`src/rtl/switch_debounce_pkg.sv`:
```
// switch_debounce_pkg
//   Shared constants and helpers for the slide-switch conditioning block.
//   SW_COUNT       : default number of switch bits on the board
//   DEB_1MS_50MHZ  : default debounce window, 1 ms at a 50 MHz clock
//   cnt_width()    : width of the per-bit stability counter for a window
package switch_debounce_pkg;

  localparam int SW_COUNT      = 4;
  localparam int DEB_1MS_50MHZ = 50000;

  function automatic int cnt_width(input int cycles);
    return $clog2(cycles);
  endfunction

endpackage

```
`src/rtl/switch_debounce_bit.sv`:
```
// debounce_bit
//   One switch bit: synchroniser chain, stability counter, accepted level and
//   registered rise/fall pulses.
//   clk, reset   : system clock, synchronous active-high reset
//   i_raw        : asynchronous raw switch pin
//   o_db         : debounced level
//   o_rise/fall  : one-cycle pulses, aligned with the o_db change
//   o_rise_nxt   : value o_rise takes at the next edge (feeds the top's
//   o_fall_nxt     change flag so it sets in the same cycle as the pulse)
module debounce_bit
  import switch_debounce_pkg::*;
#(
  parameter int SYNC_STAGES     = 2,
  parameter int DEBOUNCE_CYCLES = DEB_1MS_50MHZ
) (
  input  logic clk,
  input  logic reset,
  input  logic i_raw,
  output logic o_db,
  output logic o_rise,
  output logic o_fall,
  output logic o_rise_nxt,
  output logic o_fall_nxt
);

  localparam int               CNT_W   = cnt_width(DEBOUNCE_CYCLES);
  localparam logic [CNT_W-1:0] CNT_MAX = CNT_W'(DEBOUNCE_CYCLES - 1);

  logic [SYNC_STAGES-1:0] r_sync;
  logic [CNT_W-1:0]       r_cnt;
  logic                   r_db;
  logic                   r_rise;
  logic                   r_fall;

  logic w_sync;
  logic w_diff;
  logic w_term;
  logic w_rise_nxt;
  logic w_fall_nxt;

  always_ff @(posedge clk) begin
    if (reset) r_sync <= '0;
    else       r_sync <= {r_sync[SYNC_STAGES-2:0], i_raw};
  end

  assign w_sync = r_sync[SYNC_STAGES-1];

  // Counter only runs while the synchronised level disagrees with the accepted
  // one; the terminal count is the acceptance point, so it never wraps.
  always_comb begin
    w_diff     = w_sync ^ r_db;
    w_term     = w_diff && (r_cnt == CNT_MAX);
    w_rise_nxt = w_term &  w_sync;
    w_fall_nxt = w_term & ~w_sync;
  end

  always_ff @(posedge clk) begin
    if (reset) begin
      r_cnt  <= '0;
      r_db   <= 1'b0;
      r_rise <= 1'b0;
      r_fall <= 1'b0;
    end else begin
      if (!w_diff || w_term) r_cnt <= '0;
      else                   r_cnt <= r_cnt + CNT_W'(1);
      if (w_term) r_db <= w_sync;
      r_rise <= w_rise_nxt;
      r_fall <= w_fall_nxt;
    end
  end

  assign o_db       = r_db;
  assign o_rise     = r_rise;
  assign o_fall     = r_fall;
  assign o_rise_nxt = w_rise_nxt;
  assign o_fall_nxt = w_fall_nxt;

endmodule

```
`src/rtl/switch_debounce.sv`:
```
// switch_debounce
//   Conditions raw slide-switch pins: per-bit synchronise + debounce, edge
//   pulses and a sticky change flag for polling or interrupt use.
//   clk, reset  : system clock, synchronous active-high reset
//   sw_raw      : asynchronous raw switch pins
//   sw_db       : debounced switch levels
//   sw_rise     : one-cycle pulse per bit on sw_db 0->1
//   sw_fall     : one-cycle pulse per bit on sw_db 1->0
//   change_irq  : sticky, set by any rise/fall pulse
//   irq_clear   : one-cycle strobe clearing change_irq (a same-cycle event wins)
//   SYNC_STAGES and DEBOUNCE_CYCLES must both be >= 2.
module switch_debounce
  import switch_debounce_pkg::*;
#(
  parameter int NUM_SW          = SW_COUNT,
  parameter int SYNC_STAGES     = 2,
  parameter int DEBOUNCE_CYCLES = DEB_1MS_50MHZ
) (
  input  logic              clk,
  input  logic              reset,
  input  logic [NUM_SW-1:0] sw_raw,
  output logic [NUM_SW-1:0] sw_db,
  output logic [NUM_SW-1:0] sw_rise,
  output logic [NUM_SW-1:0] sw_fall,
  output logic              change_irq,
  input  logic              irq_clear
);

  logic [NUM_SW-1:0] w_rise_nxt;
  logic [NUM_SW-1:0] w_fall_nxt;
  logic              w_event;
  logic              r_irq;

  for (genvar i = 0; i < NUM_SW; i++) begin : g_bit
    debounce_bit #(
      .SYNC_STAGES    (SYNC_STAGES),
      .DEBOUNCE_CYCLES(DEBOUNCE_CYCLES)
    ) u_bit (
      .clk        (clk),
      .reset      (reset),
      .i_raw      (sw_raw[i]),
      .o_db       (sw_db[i]),
      .o_rise     (sw_rise[i]),
      .o_fall     (sw_fall[i]),
      .o_rise_nxt (w_rise_nxt[i]),
      .o_fall_nxt (w_fall_nxt[i])
    );
  end

  // Built from the next-state pulses so the flag rises together with the pulse.
  assign w_event = (|w_rise_nxt) | (|w_fall_nxt);

  always_ff @(posedge clk) begin
    if (reset) r_irq <= 1'b0;
    else       r_irq <= (r_irq & ~irq_clear) | w_event;
  end

  assign change_irq = r_irq;

endmodule

```
`config.mk`:
```
export PLATFORM = sky130hd
export DESIGN_NAME = switch_debounce
export DESIGN_NICKNAME = d
export VERILOG_FILES = /design/src/rtl/switch_debounce_pkg.sv /design/src/rtl/switch_debounce_bit.sv /design/src/rtl/switch_debounce.sv
export SDC_FILE = /design/constraint.sdc
export NUM_CORES = 1
export LEC_CHECK = 0
export BUFFER_PORTS_ARGS = -buffer_cell sky130_fd_sc_hd__buf_2
export CORE_ASPECT_RATIO = 0.7
export CORE_MARGIN = 4
export CORE_UTILIZATION = 40
export CTS_CLUSTER_SIZE = 10
export DETAILED_ROUTE_END_ITERATION = 16
export MAX_ROUTING_LAYER = met4
export RECOVER_POWER = 100
export SLEW_MARGIN = 30
export SYNTH_ARGS = -nofsm -noshare
export SYNTH_HDL_FRONTEND = slang
export SYNTH_SLANG_ARGS = --single-unit
```
`constraint.sdc`:
```
create_clock -name clk -period 1.8 [get_ports clk]
set_input_delay 0.09 -clock clk [delete_from_list [all_inputs] [get_ports clk]]
set_output_delay 0.09 -clock clk [all_outputs]
set_load 0.005 [all_outputs]
```
==> results of run 1 <==
==> through the flow <==
stage	cell area (um2)	std cells
final	4414	568
after CTS	4414	567
after floorplan	3742	403
after detailed placement	4025	547
after global placement	4025	547
after global routing	4414	568
==> layout make-up <==
| cell class | count | area, um2 | share of cell area, % |
|---|---|---|---|
| multi-input combinational | 280 | 1800 | 40.79 |
| sequential | 85 | 1702 | 38.55 |
| timing repair buffer | 52 | 366.6 | 8.305 |
| clock buffer | 10 | 239.0 | 5.414 |
| tap | 124 | 155.1 | 3.515 |
| clock inverter | 6 | 110.1 | 2.494 |
| inverter | 11 | 41.29 | 0.9354 |
==> power by group <==
| group | internal [mW] | total (mW) | switching, mW |
|---|---|---|---|
| Sequential | 1.89 | 1.90 | 0.00748 |
| Combinational | 0.0282 | 0.0569 | 0.0287 |
| Clock | 1.39 | 2.11 | 0.725 |
| Total | 3.31 | 4.07 | 0.761 |
==> logic make-up (layout without fill, tap and decap cells) <==
kind of cell / Yosys count / after routing / synth area share, %
buffers and inverters: 38 / 79 / 6.519
DFF: 85 / 85 / 45.47
muxes: 3 / 3 / 0.8024
AOI/OAI and AO/OA: 36 / 36 / 5.483
and+or+nand+nor: 192 / 192 / 29.86
xor gates and xnor gates: 45 / 45 / 10.53
adders and majority gates: 4 / 4 / 1.337
==> path summary, 6_finish.rpt <==
check,startpoint,endpoint,slack [ns],depth (start not counted)
setup / recovery,g_bit[1].u_bit.r_cnt[10]$_SDFF_PP0_,g_bit[1].u_bit.o_db$_SDFFE_PP0N_,0.07,5
hold / removal,reset,g_bit[1].u_bit.r_sync[1]$_SDFF_PP0_,0.13,2
setup reg to reg,g_bit[1].u_bit.r_cnt[10]$_SDFF_PP0_,g_bit[1].u_bit.o_db$_SDFFE_PP0N_,0.07,5
hold reg to reg,g_bit[1].u_bit.r_sync[0]$_SDFF_PP0_,g_bit[1].u_bit.r_sync[1]$_SDFF_PP0_,0.44,1
==> cells in the mapped netlist (8+ instances only) <==
cell type / n / area, um2
nor2_1: 57 / 214.0
nand3_1: 23 / 115.1
o21ai_0: 11 / 55.05
nand2_1: 17 / 63.81
buf_4: 14 / 105.1
dfxtp_1: 85 / 1702
xnor2_1: 20 / 175.2
a21oi_1: 16 / 80.08
inv_1: 11 / 41.29
nand4_1: 17 / 106.4
nor2b_1: 9 / 56.30
or3_1: 10 / 62.56
xor2_1: 25 / 219.0
and2_1: 8 / 50.05
==> sequential cells by signal (all words and copies together), names as in the netlist <==
name and count:
change_irq 1, g_bit.u_bit.o_db 4, g_bit.u_bit.o_fall 4, g_bit.u_bit.o_rise 4
g_bit.u_bit.r_cnt 64, g_bit.u_bit.r_sync 8
==> layer usage <==
layer / track usage (%) / wire [um] / vias to the layer above
li1: - / - / 1465
met1: 19.00 / 3788 / 1287
met2: 20.21 / 2963 / 25
met3: 5.060 / 246 / 9
met4: 4.523 / 93 / 0
met5: - / 0 / -
==> repair_timing <==
item                                    4_1_cts  5_1_grt
endpoints found under the setup margin        0       49
hold endpoints to repair                      4        0
hold buffers                                  4        0
buffers inserted                              0        1
resized for setup                             0        4
==> worst max-delay path: stages (launching register included) <==
cell	delay, ns
dfxtp_1	0.33
or4bb_1	0.57
nor4_4	0.31
buf_4	0.17
mux2i_1	0.17
nor2_1	0.05
==> impl_metrics.json, run 1 <==
{
  "grt_pass1_wl_um": 11970,
  "synth_area_um2": 3742,
  "p_leak_nw": 1.527,
  "fin_crit_ns": 1.733,
  "fin_setup_tns_ns": 0,
  "cts_tree": "yes",
  "core_um2": 9107,
  "fin_crit_sh_pct": 96.29,
  "synth.avg_cell_area_um2": 9.286,
  "skew_ns": 0.004699,
  "finalHoldViolCount": 0,
  "end_kind": "flop",
  "antenna_found_initial": 0,
  "io_buffers": 19,
  "finalSetupViolations": 0,
  "routabilityCongestion": 0.7749,
  "ir_drop_mv": 0.4729,
  "crit_type": "flop to flop",
  "area_delta_synth_final_pct": 17.95,
  "yosysWarnings": 0,
  "via_per_inst": 4.905,
  "fin_ws_ns": 0.06685,
  "crit_arrival_ns": 1.95,
  "worstMarginPinSlew_ns": 0.4006,
  "synthArstFlopShare_pct": 0,
  "wl_per_cell_um": 12.48,
  "cp.required_ns": 2.02,
  "fin_util_pct": 48.47,
  "cp-start-kind": "flop",
  "status": "finished clean",
  "mostFrequentLayoutCell": "dfxtp_1",
  "die_x_um": 123.6,
  "track_usage_pct": 14.26,
  "cts_buffer_depth": 2,
  "hold_class": "input port to flop",
  "route.antenna.remaining_nets": 0,
  "ys_seq_area_share_pct": 45.47,
  "fp.dieH_um": 88.93,
  "h-tree-depth": 3,
  "slew_headroom_pct": 72.92,
  "numCtsBuffers": 9,
  "cap_violations": 0,
  "hpwl_um": 5042,
  "diodes": 0,
  "rsz0062_at_grt": "yes",
  "drc": 0,
  "final_cell_mix": "85 x dfxtp_1, 57 x nor2_1, 27 x buf_4",
  "synthCells": 403,
  "synthFlopType": "dfxtp_1",
  "pre_cts_ws_ns": 0.04456,
  "synth_edf_count": 0,
  "num_rows": 29,
  "yosysUniqueCellTypes": 45,
  "fillers": 866,
  "first_iter_violations": 179,
  "drv_slew": 0,
  "final_nets": 450,
  "vias": 2786,
  "cts_root_buf": "clkbuf_16",
  "ios": 20,
  "drive_above_1_share_pct": 14.41,
  "power.density_nw_per_um2": 922.3,
  "path_max_fanout": 4,
  "holdWs_ns": 0.1333,
  "routed_wl_um": 7091,
  "initial_core_util_pct": 41.09,
  "fmax_ghz": 0.5770,
  "ys_seq_elements": 85,
  "syn_nets": 414,
  "clk_pin_slew_ns": 0.06,
  "die_area_um2": 10990,
  "cts.sinks": 85,
  "grt_pass1_vias": 2599,
  "first_pass_iters": 4,
  "grt_max_degree": 19,
  "power_mw": 4.071,
  "gr-total-overflow": 0,
  "insertion_delay_ns": 0.33
}
No activity file was read; power rests on OpenSTA's default activity.
==> run 2, diff against run 1 <==
- ABC_AREA: not set -> 1
==> run 2 against run 1 <==
Net effect:
- total power fell by 6.5%
- clock power shrank 13%
- critical endpoint is now g_bit[1].u_bit.r_cnt[9]$_SDFF_PP0_
- hold slack gained 0.031 ns
- sequential cell count unchanged
==> impl_metrics.json, run 2 <==
{
  "status": "finished clean",
  "synth_common_cells": "85 x dfxtp_1, 82 x nand2_1, 72 x nor2_1",
  "yosysWarnings": 0,
  "route.antenna.remaining_nets": 0,
  "path_cells": "ha_1 > nand3_2 > nor2_1 > nand2_1 > nand3_2 > a21oi_1 > o21a_1",
  "finalSetupViolations": 0,
  "initial_core_util_pct": 40.96,
  "cpMostUsedCell": "nand3_2",
  "rsz0062_at_grt": "no",
  "synth_edf_count": 0,
  "ff2ff_setup_slack_ns": 0.21,
  "area_delta_synth_final_pct": 10.32,
  "hold_class": "input port to flop",
  "finalHoldViolCount": 0,
  "top_register": "g_bit.u_bit.r_cnt",
  "synthTopCellsByArea": "dfxtp_1 43%, nand2_1 7.8%, nor2_1 6.8%",
  "final_cell_mix": "85 x dfxtp_1, 82 x nand2_1, 73 x nor2_1",
  "mostFrequentLayoutCell": "dfxtp_1",
  "fillers": 970,
  "die_x_um": 126.8,
  "routed_wl_um": 7546,
  "antenna_found_initial": 0,
  "skew_ns": 0.003619,
  "grt_pass1_wl_um": 12940,
  "yosysTopAreaCell": "dfxtp_1",
  "cap_violations": 0,
  "fp.dieH_um": 91.16,
  "slew_headroom_pct": 65.38,
  "clk_pin_slew_ns": 0.06,
  "largest_reg_flops": 64,
  "p_leak_nw": 1.515,
  "worstSetupEndpoint": "g_bit[1].u_bit.r_cnt[9]$_SDFF_PP0_",
  "worstMarginPinSlew_ns": 0.5169,
  "cts.sinks": 85,
  "reg2reg_to": "g_bit[1].u_bit.r_cnt[9]$_SDFF_PP0_",
  "fin_setup_tns_ns": 0,
  "insertion_delay_ns": 0.34,
  "synthFlopType": "dfxtp_1",
  "ir_drop_mv": 0.5759,
  "fin_ws_ns": 0.2053,
  "startpoint": "g_bit[1].u_bit.r_cnt[0]$_SDFF_PP0_",
  "track_usage_pct": 14.26,
  "ys_seq_elements": 85,
  "ys_seq_area_share_pct": 43.07,
  "regArea_um2": 1702,
  "power.density_nw_per_um2": 872.8,
  "final_nets": 539,
  "first_iter_violations": 175,
  "end_kind": "flop",
  "fin_crit_ns": 1.595,
  "drive_above_1_share_pct": 14.10,
  "numCtsBuffers": 9,
  "syn_nets": 522,
  "vias": 3097,
  "cp.required_ns": 2.09,
  "drv_slew": 0,
  "top_regs": "g_bit.u_bit.r_cnt: 64 flops, g_bit.u_bit.r_sync: 8 flops",
  "dpl.cell_count": 641,
  "cts_setup_buffers": 0,
  "cp-start-kind": "flop",
  "ios": 20,
  "ff2ff_path_depth": 7,
  "grt_pass1_vias": 2851,
  "synth_area_um2": 3951,
  "cts_buffer_depth": 2,
  "routabilityCongestion": 0.8312,
  "power_mw": 3.805,
  "critPathMaxStageDelay_ns": 0.33,
  "yosysUniqueCellTypes": 39,
  "diodes": 0,
  "slowest_stage": "dfxtp_1",
  "cp_top_family": "simple AND/OR/NAND/NOR gates",
  "h-tree-depth": 3,
  "synthCells": 511,
  "gr-total-overflow": 0,
  "pre_cts_ws_ns": 0.1819,
  "multiInputGateArea_um2": 1803,
  "r2r_start": "g_bit[1].u_bit.r_cnt[0]$_SDFF_PP0_",
  "num_rows": 30,
  "via_per_inst": 4.692,
  "first_pass_iters": 4,
  "yosysMostFrequentCell": "dfxtp_1",
  "core_um2": 9647,
  "final_area_um2": 4359,
  "die_area_um2": 11560,
  "synth_top_area_share_pct": 43.07,
  "io_buffers": 19,
  "synthArstFlopShare_pct": 0,
  "cp_num_cells": 7,
  "placed_area_um2": 4070,
  "wl_per_cell_um": 11.43,
  "cts_tree": "yes",
  "fmax_ghz": 0.6271,
  "crit_arrival_ns": 1.88,
  "hpwl_um": 5542,
  "drc": 0,
  "grt_max_degree": 19,
  "path_buf_inv": 0,
  "crit_type": "flop to flop",
  "cts_root_buf": "clkbuf_16",
  "fin_crit_sh_pct": 88.60,
  "final_cells": 660,
  "synth.avg_cell_area_um2": 7.732,
  "path_max_fanout": 16
}
-- run 2: cell type report --
class | count | area share, %
tap | 128 | 3.674
multi-input combinational | 337 | 41.36
clock buffer | 14 | 6.056
timing repair buffer | 24 | 3.071
clock inverter | 1 | 0.6889
inverter | 71 | 6.114
sequential | 85 | 39.04
-- run 2: power by group --
group	leakage [nW]	switching [mW]	total, mW	internal (mW)
registers	0.686	0.00565	1.90	1.89
clock network	0.143	0.699	1.84	1.14
logic	0.685	0.0392	0.0627	0.0234
-- run 2: worst reg2reg max path, cell delays in order (launching register included) --
cell and delay (ns):
dfxtp_1 0.33, ha_1 0.24, nand3_2 0.12, nor2_1 0.07, nand2_1 0.12, nand3_2 0.30, a21oi_1 0.22, o21a_1 0.13
-- run 2: logic make-up (layout without fill, tap and decap cells) --
logic type      Yosys count  after routing  share of synthesized area, %
simple gates            270            270                         34.96
xor+xnor                 10             10                         2.216
buf+inv                  89            110                         10.39
fa+ha+maj                 4              4                         1.267
compound gates           53             53                         8.107
flops                    85             85                         43.07
-- run 2: stage by stage --
step	util [%]	hold slack [ns]
after floorplan	-	0.1970
after global placement	42.19	0.3057
after detailed placement	42.19	0.3024
after CTS	45.66	0.1416
after global routing	45.19	0.1734
final	45.19	0.1643
-- run 2: metal layers --
metal  global-route usage, %  wire length, um  vias up
met2                   19.01             2973       37
met1                   19.71             4151     1396
met3                   5.173              307        7
li1                        -                -     1657
met5                       -                0        -
met4                   5.000              113        0
-- run 2: worst min-delay path by stage --
stage | end | startpoint | depth (start not counted)
floorplan | g_bit[0].u_bit.r_sync[0]$_SDFF_PP0_ | sw_raw[0] | 2
global placement | g_bit[2].u_bit.r_sync[0]$_SDFF_PP0_ | sw_raw[2] | 3
detailed placement | g_bit[2].u_bit.r_sync[0]$_SDFF_PP0_ | sw_raw[2] | 3
CTS | g_bit[1].u_bit.o_db$_SDFFE_PP0N_ | reset | 4
global route | g_bit[1].u_bit.o_db$_SDFFE_PP0N_ | reset | 4
finish | g_bit[1].u_bit.o_db$_SDFFE_PP0N_ | reset | 4
-- run 2: repair_timing --
item                       in CTS  in global routing
resized for setup               0                  1
hold endpoints to repair        4                  0
setup endpoints to repair       0                  3
hold buffers                    4                  0
==> run 3, diff against run 2 <==
- MAX_ROUTING_LAYER: met4 -> not set
==> run 3 against run 2 <==
Net effect:
- sequential cell count stayed put
- fmax decreased by 0.23%
- register-to-register slack is essentially flat
- non-clock buffer count unchanged
- clock skew barely moved
- sequential share of layout area unchanged
- worst setup slack got worse by 0.0036 ns
- final cell count is the same
==> impl_metrics.json, run 3 (synthesized netlist as in run 2, its figures left out) <==
{
  "crit_type": "flop to flop",
  "path_max_fanout": 14,
  "r2r_start": "g_bit[2].u_bit.r_cnt[0]$_SDFF_PP0_",
  "cts_buffer_depth": 2,
  "mostFrequentLayoutCell": "dfxtp_1",
  "hpwl_um": 5542,
  "core_um2": 9647,
  "io_buffers": 19,
  "path_buf_inv": 2,
  "ff2ff_path_depth": 10,
  "fin_crit_ns": 1.598,
  "h-tree-depth": 3,
  "ff2ff_setup_slack_ns": 0.20,
  "cp-start-kind": "flop",
  "fin_crit_sh_pct": 88.80,
  "vias": 3087,
  "final_cells": 660,
  "cp_num_cells": 10,
  "routed_wl_um": 7548,
  "wl_per_cell_um": 11.44,
  "die_x_um": 126.8,
  "ir_drop_mv": 0.5752,
  "p_leak_nw": 1.515,
  "hold_class": "input port to flop",
  "fp.dieH_um": 91.16,
  "startpoint": "g_bit[2].u_bit.r_cnt[0]$_SDFF_PP0_",
  "insertion_delay_ns": 0.34,
  "crit_arrival_ns": 1.83,
  "first_pass_iters": 4,
  "cts_tree": "yes",
  "reg2reg_to": "g_bit[2].u_bit.r_cnt[14]$_SDFF_PP0_",
  "route.antenna.remaining_nets": 0,
  "initial_core_util_pct": 40.96,
  "finalHoldViolCount": 0,
  "via_per_inst": 4.677,
  "clk_pin_slew_ns": 0.06,
  "area_delta_synth_final_pct": 10.32,
  "worstSetupEndpoint": "g_bit[2].u_bit.r_cnt[14]$_SDFF_PP0_",
  "grt_pass1_wl_um": 12950,
  "largest_reg_flops": 64,
  "grt_pass1_vias": 2851,
  "holdPathStages": 4,
  "num_rows": 30,
  "status": "finished clean",
  "routabilityCongestion": 0.8190,
  "path_cells": "ha_1 > nand2_1 > nor2_1 > inv_1 > nor2_2 > nand2_2 > nand3b_4 > inv_2 > o21ai_0 > nor2_1",
  "ios": 20,
  "worstMarginPinSlew_ns": 0.5142,
  "first_iter_violations": 171,
  "fillers": 970,
  "dpl.cell_count": 641,
  "track_usage_pct": 13.87,
  "critPathMaxStageDelay_ns": 0.35,
  "slowest_stage": "dfxtp_1",
  "cpMostUsedCell": "nor2_1",
  "cts_setup_buffers": 0,
  "numCtsBuffers": 9,
  "final_nets": 539,
  "drv_slew": 0,
  "antenna_found_initial": 0,
  "top_regs": "g_bit.u_bit.r_cnt: 64 flops, g_bit.u_bit.r_sync: 8 flops",
  "drive_above_1_share_pct": 14.10,
  "cp_top_family": "simple AND/OR/NAND/NOR gates",
  "end_kind": "flop",
  "top_register": "g_bit.u_bit.r_cnt",
  "grt_max_degree": 19,
  "fin_setup_tns_ns": 0,
  "rsz0062_at_grt": "no",
  "final_cell_mix": "85 x dfxtp_1, 82 x nand2_1, 73 x nor2_1",
  "fmax_ghz": 0.6257,
  "power.density_nw_per_um2": 872.3,
  "skew_ns": 0.004035,
  "cap_violations": 0,
  "cts_root_buf": "clkbuf_16",
  "die_area_um2": 11560,
  "cts.sinks": 85,
  "finalSetupViolations": 0,
  "gr-total-overflow": 0,
  "diodes": 0,
  "drc": 0,
  "slew_headroom_pct": 65.55,
  "cp.required_ns": 2.03
}
[run 3: cell counts in the layout (fill, tap and decap cells not counted)]
No cell type changed its count.
[run 3: how the worst min path moves through the flow]
stage                                                to  slack [ns]  startpoint
global placement    g_bit[2].u_bit.r_sync[0]$_SDFF_PP0_        0.31   sw_raw[2]
finish                 g_bit[1].u_bit.o_db$_SDFFE_PP0N_        0.16       reset
CTS                    g_bit[1].u_bit.o_db$_SDFFE_PP0N_        0.14       reset
detailed placement  g_bit[2].u_bit.r_sync[0]$_SDFF_PP0_        0.30   sw_raw[2]
floorplan           g_bit[0].u_bit.r_sync[0]$_SDFF_PP0_        0.20   sw_raw[0]
global route           g_bit[1].u_bit.o_db$_SDFFE_PP0N_        0.17       reset
[run 3: power breakdown]
group	switching, mW	internal (mW)
clock	0.697	1.14
sequential	0.00566	1.89
combinational	0.0392	0.0234
total	0.742	3.06
[run 3: layout make-up]
cell class / instances / area [um2] / share of cell area [%]
Multi-Input combinational cell: 337 / 1803 / 41.36
Sequential cell: 85 / 1702 / 39.04
Clock inverter: 1 / 30.03 / 0.6889
Tap cell: 128 / 160.2 / 3.674
Clock buffer: 14 / 264.0 / 6.056
Inverter: 71 / 266.5 / 6.114
Timing Repair Buffer: 24 / 133.9 / 3.071
[run 3: repair_timing]
action                     4_1_cts  5_1_grt
setup endpoints to repair        0        3
hold endpoints to repair         4        0
hold buffers                     4        0
resized for setup                0        1
[run 3: routing by layer]
layer	part of all wire [%]	GRT usage, %	wire, um	up-vias
li1	-	-	-	1657
met1	55	19.71	4134	1385
met2	39	18.93	2972	36
met3	4.4	5.291	335	9
met4	1.4	5.000	105	0
met5	0	0	0	-
[run 3: stage by stage]
stage               util [%]  area (um2)  setup WS, ns  total power [mW]  hold WS, ns
CTS                    45.66        4404        0.1715             3.856       0.1416
global route           45.19        4359       0.03013             3.948       0.1733
floorplan                  -        3951        0.4087             1.982       0.1970
global placement       42.19        4070        0.2476             1.995       0.3057
finish                 45.19        4359        0.2017             3.803       0.1646
detailed placement     42.19        4070        0.1819             1.996       0.3024
[run 3: worst min-delay path, stage by stage]
cell and delay [ns]:
buf_2 0.10, inv_2 0.11, o21ai_0 0.11, a21oi_1 0.04
